[src/rtl/board_scanner.sv]
// board_scanner: snapshots a flattened Conway board on start and streams it out one cell per
// valid/ready transfer in raster order, tagging each cell with row, column and a last flag.
// Optional feature macro: BOARD_SCANNER_SKIP_DEAD_EN (present only live cells, skip dead ones).
module board_scanner #(
  parameter int unsigned WIDTH  = 8,
  parameter int unsigned HEIGHT = 8,
  localparam int unsigned CW = (WIDTH > 1) ? $clog2(WIDTH) : 1,
  localparam int unsigned RW = (HEIGHT > 1) ? $clog2(HEIGHT) : 1
) (
  input  logic                      clk,
  input  logic                      reset,
  input  logic [WIDTH*HEIGHT-1:0]   board,
  input  logic                      start,
  output logic                      busy,
  output logic                      cell_valid,
  input  logic                      cell_ready,
  output logic                      cell_alive,
  output logic [RW-1:0]             cell_row,
  output logic [CW-1:0]             cell_col,
  output logic                      cell_last,
  output logic                      done
);

  localparam int unsigned N  = WIDTH * HEIGHT;
  localparam int unsigned IW = (N > 1) ? $clog2(N) : 1;

  localparam logic [CW-1:0] ColMax = CW'(WIDTH - 1);
  localparam logic [RW-1:0] RowMax = RW'(HEIGHT - 1);

  typedef enum logic [1:0] {StIdle, StScan, StFin} state_e;

  state_e          state_q, state_d;
  logic [N-1:0]    snap_q, snap_d;
  logic [RW-1:0]   row_q, row_d;
  logic [CW-1:0]   col_q, col_d;
  logic [IW-1:0]   idx_q, idx_d;

  logic            cur_bit;
  logic            at_last;
  logic            xfer;
  logic            advance;

  // Outputs are pure decodes of registered state; nothing here looks at board or cell_ready.
  always_comb begin
    cur_bit = snap_q[idx_q];
    busy    = (state_q == StScan);
    done    = (state_q == StFin);
`ifdef BOARD_SCANNER_SKIP_DEAD_EN
    // Visited bits are cleared, so "last" means nothing else is left set in the snapshot.
    at_last    = ((snap_q & ~({{(N-1){1'b0}}, 1'b1} << idx_q)) == '0);
    cell_valid = busy & cur_bit;
`else
    at_last    = (row_q == RowMax) && (col_q == ColMax);
    cell_valid = busy;
`endif
    cell_alive = busy & cur_bit;
    cell_last  = busy & at_last;
    cell_row   = row_q;
    cell_col   = col_q;
  end

  // Next-state: capture on start, step the raster position on each transfer (or skip).
  always_comb begin
    state_d = state_q;
    snap_d  = snap_q;
    row_d   = row_q;
    col_d   = col_q;
    idx_d   = idx_q;
    xfer    = cell_valid & cell_ready;
`ifdef BOARD_SCANNER_SKIP_DEAD_EN
    advance = xfer | (busy & ~cur_bit);
`else
    advance = xfer;
`endif
    unique case (state_q)
      StIdle: begin
        if (start) begin
          snap_d  = board;
          row_d   = '0;
          col_d   = '0;
          idx_d   = '0;
          state_d = StScan;
        end
      end
      StScan: begin
        if (advance) begin
`ifdef BOARD_SCANNER_SKIP_DEAD_EN
          snap_d[idx_q] = 1'b0;
`endif
          if (at_last) begin
            // Park counters at the origin so idle outputs read as zero.
            row_d   = '0;
            col_d   = '0;
            idx_d   = '0;
            state_d = StFin;
          end else begin
            idx_d = idx_q + 1'b1;
            if (col_q == ColMax) begin
              col_d = '0;
              row_d = row_q + 1'b1;
            end else begin
              col_d = col_q + 1'b1;
            end
          end
        end
      end
      StFin: begin
        state_d = StIdle;
      end
      default: begin
        state_d = StIdle;
      end
    endcase
  end

  // State registers with synchronous reset that aborts any scan in flight.
  always_ff @(posedge clk) begin
    if (reset) begin
      state_q <= StIdle;
      snap_q  <= '0;
      row_q   <= '0;
      col_q   <= '0;
      idx_q   <= '0;
    end else begin
      state_q <= state_d;
      snap_q  <= snap_d;
      row_q   <= row_d;
      col_q   <= col_d;
      idx_q   <= idx_d;
    end
  end

endmodule

[config.mk]
export PLATFORM = sky130hd
export DESIGN_NAME = board_scanner
export DESIGN_NICKNAME = d
export VERILOG_FILES = /design/src/rtl/board_scanner.sv
export SDC_FILE = /design/constraint.sdc
export NUM_CORES = 1
export LEC_CHECK = 0
export BUFFER_PORTS_ARGS = -buffer_cell sky130_fd_sc_hd__buf_2
export CAP_MARGIN = 20
export CORE_MARGIN = 3
export CORE_UTILIZATION = 47
export DETAILED_ROUTE_END_ITERATION = 7
export GPL_ROUTABILITY_DRIVEN = 0
export PLACE_DENSITY = 0.71
export SYNTH_ARGS = -nofsm -noshare
export SYNTH_HDL_FRONTEND = slang
export SYNTH_SLANG_ARGS = --single-unit
[constraint.sdc]
create_clock -name clk -period 2.9 [get_ports clk]
set_clock_uncertainty 0.05 [all_clocks]
set_input_delay 0.29 -clock clk [delete_from_list [all_inputs] [get_ports clk]]
set_output_delay 0.29 -clock clk [all_outputs]
set_load 0.01 [all_outputs]
==> flow_metrics.env <==
export IMPL_ys_seq_area_share_pct=46.2
export IMPL_cellLeakagePower_uw=0.00169
export IMPL_worstSetupStartpointType="register"
export IMPL_first_pass_iters=4
export IMPL_setup_tns_ps=0
export IMPL_nets=535
export IMPL_hold_path_class="input pin to register"
export IMPL_cp_data_required_time_ps=2560
export IMPL_cap_violations=0
export IMPL_peakVddDrop_mv=0.276
export IMPL_grt_pass1_vias=2861
export IMPL_timing_fmax_ghz=0.358
export IMPL_clk_latency_ps=350
export IMPL_rsz0062_at_grt="no"
export IMPL_yosysUniqueCellTypes=33
export IMPL_ant_nets=0
export IMPL_fin_crit_ps=2790
export IMPL_drt_wl_total_mm=7.80
export IMPL_core_um2=6870
export IMPL_status="completed"
export IMPL_synth_area_leaders="dfxtp_1 46%, nand2_1 15%, a21oi_1 11%, mux4_2 8.0%, mux4_1 3.9%"
export IMPL_worstSetupPathType="register to primary output"
export IMPL_wl_per_cell_um=13.8
export IMPL_cts_num_sinks=78
export IMPL_yosys_area_top_type_share_pct=46.2
export IMPL_clkTransAtPathRegs_ps=80
export IMPL_antenna_cells=0
export IMPL_timing_slew_headroom_pct=52.6
export IMPL_maxSlewViolCount=0
export IMPL_syn_area_um2=3380
export IMPL_synth_common_cells="138 x nand2_1, 78 x dfxtp_1, 73 x a21oi_1"
export IMPL_fin_crit_sh_pct=96.2
export IMPL_antenna_found_initial=0
export IMPL_power_uw=2370
export IMPL_arrival_ps=2450
export IMPL_dpl_cell_area_um2=3830
export IMPL_die_y_um=90.8
export IMPL_post_synth_cell_area_avg_um2=8.59
export IMPL_syn_num_nets=466
export IMPL_fin_util_pct=59.3
export IMPL_ios=79
export IMPL_grt_pass1_wl_mm=13.3
export IMPL_hold_viol_final=0
export IMPL_cp_cell_sequence="mux4_1, mux4_2, and3_1, or3_1, buf_2"
export IMPL_worst_slew_pin_slew_ps=711
export IMPL_slowest_stage="mux4_1"
export IMPL_grt_usage_pct=20.1
export IMPL_grt_ovfl_total=0
export IMPL_place_detailed_hpwl_mm=5.57
export IMPL_ys_seq_elements=78
export IMPL_setup_violations=0
export IMPL_grt_max_degree=65
export IMPL_drcViolationCount=0
export IMPL_port_buffers=78
export IMPL_fp_row_count=30
export IMPL_end_kind="primary output"
export IMPL_cts_max_path_buffers=2
export IMPL_postSynthCellCount=393
export IMPL_synth_edf_count=0
export IMPL_initial_core_util_pct=49.2
export IMPL_synth_async_reset_ratio_pct=0
export IMPL_h_tree_depth=3
export IMPL_crit_fanout=5
export IMPL_max_stage_delay_ps=570
export IMPL_area_delta_synth_final_pct=20.5
export IMPL_layout_drive_gt1_share_pct=25.3
export IMPL_synth_top_area_cell="dfxtp_1"
export IMPL_drt_iter0_markers=137
export IMPL_final_area_um2=4070
export IMPL_via_count=2951
export IMPL_yosysWarnings=0
export IMPL_cts_inserted_buffers=9
export IMPL_p_per_area_nw_per_um2=583
export IMPL_dieArea_um2=8240
export IMPL_synth_most_common_cell="nand2_1"
export IMPL_synth_ff_type="dfxtp_1"
export IMPL_drt_vias_per_instance=5.24
export IMPL_clock_root_buffer="clkbuf_8"
export IMPL_die_width_um=90.8
export IMPL_cts_tree="done"
[sequential cells by signal, summed over array words and instances, names as in the netlist]
signal and count:
state_q 2, cell_col 3, snap_q 64, cell_row 3
idx_q 6
[metrics by stage]
stage               hold WS [ps]  std cells  setup slack (ps)
floorplan                    376        393               593
global placement             393        547               391
detailed placement           397        547               322
CTS                          110        563              2.07
global route                 114        563              25.7
finish                       120        563               110
[cell type report]
cell class | instances | area, µm²
multi-input cells | 285 | 1690
flip-flops and latches | 78 | 1560
clock buffers | 13 | 169
repair buffers | 86 | 454
clock inverters | 3 | 65.1
inverters | 2 | 7.51
well taps | 96 | 120
fillers | 643 | 2800
[layer usage]
| layer | up-vias | routed length (µm) | global-route usage (%) |
|---|---|---|---|
| li1 | 1475 | - | - |
| met1 | 1385 | 3510 | 25.2 |
| met2 | 80 | 3760 | 32.2 |
| met3 | 11 | 436 | 6.83 |
| met4 | 0 | 96 | 7.14 |
| met5 | - | 0 | 0 |
[final timing paths]
path / start / to / slack (ps) / cells after the start
hold / removal: board[48] / snap_q[48] / 120 / 3
setup / recovery: idx_q[1] / cell_alive / 110 / 5
hold reg to reg: snap_q[9] / snap_q[9] / 410 / 2
setup reg to reg: state_q[1] / cell_row[1] / 1150 / 5
[critical path: cells and delay by family (launching register included)]
kind	cells	cell delay [ps]
DFF	1	400
and+or+nand+nor	2	510
buffers and inverters	1	150
muxes	2	1050
[power by group]
part           leakage [µW]  internal, µW  total [µW]  switching, µW
clock network      0.000120           555         934            379
logic              0.000927           123         268            145
registers          0.000640          1130        1170           42.3
[timing repair]
action / CTS / global route
gates resized for setup: 1 / 2
hold buffers: 0 / 0
setup buffers: 0 / 0
endpoints found under the hold margin: 0 / 0
endpoints found under the setup margin: 1 / 1
[logic make-up (layout without fill, tap and decap cells)]
family | after synthesis | count (layout) | synth area share, %
multiplexers | 24 | 24 | 14.0
AO/OA/AOI/OAI | 79 | 79 | 12.2
buffers and inverters | 30 | 104 | 3.85
flip-flops | 78 | 78 | 46.2
AND/OR/NAND/NOR | 172 | 172 | 20.6
XOR/XNOR | 5 | 5 | 1.30
adder cells (fa/ha/maj) | 5 | 5 | 1.85
[placed cells by master (no fill, tap or decap), types with 2 or more instances in the layout]
master	netlist	final
a21oi_1	73	73
and3_1	2	2
buf_2	2	78
buf_4	2	7
bufinv_16	0	2
clkbuf_8	0	12
dfxtp_1	78	76
dfxtp_2	0	2
ha_1	5	5
inv_1	2	2
mux2i_1	6	6
mux4_1	5	5
mux4_2	12	12
nand2_1	138	138
nand2b_1	2	2
nand3_1	3	3
nand4_1	3	3
nor2_1	15	15
nor3_1	2	2
nor3b_1	3	2
xor2_1	4	4
No activity file was read; power rests on OpenSTA's default activity.
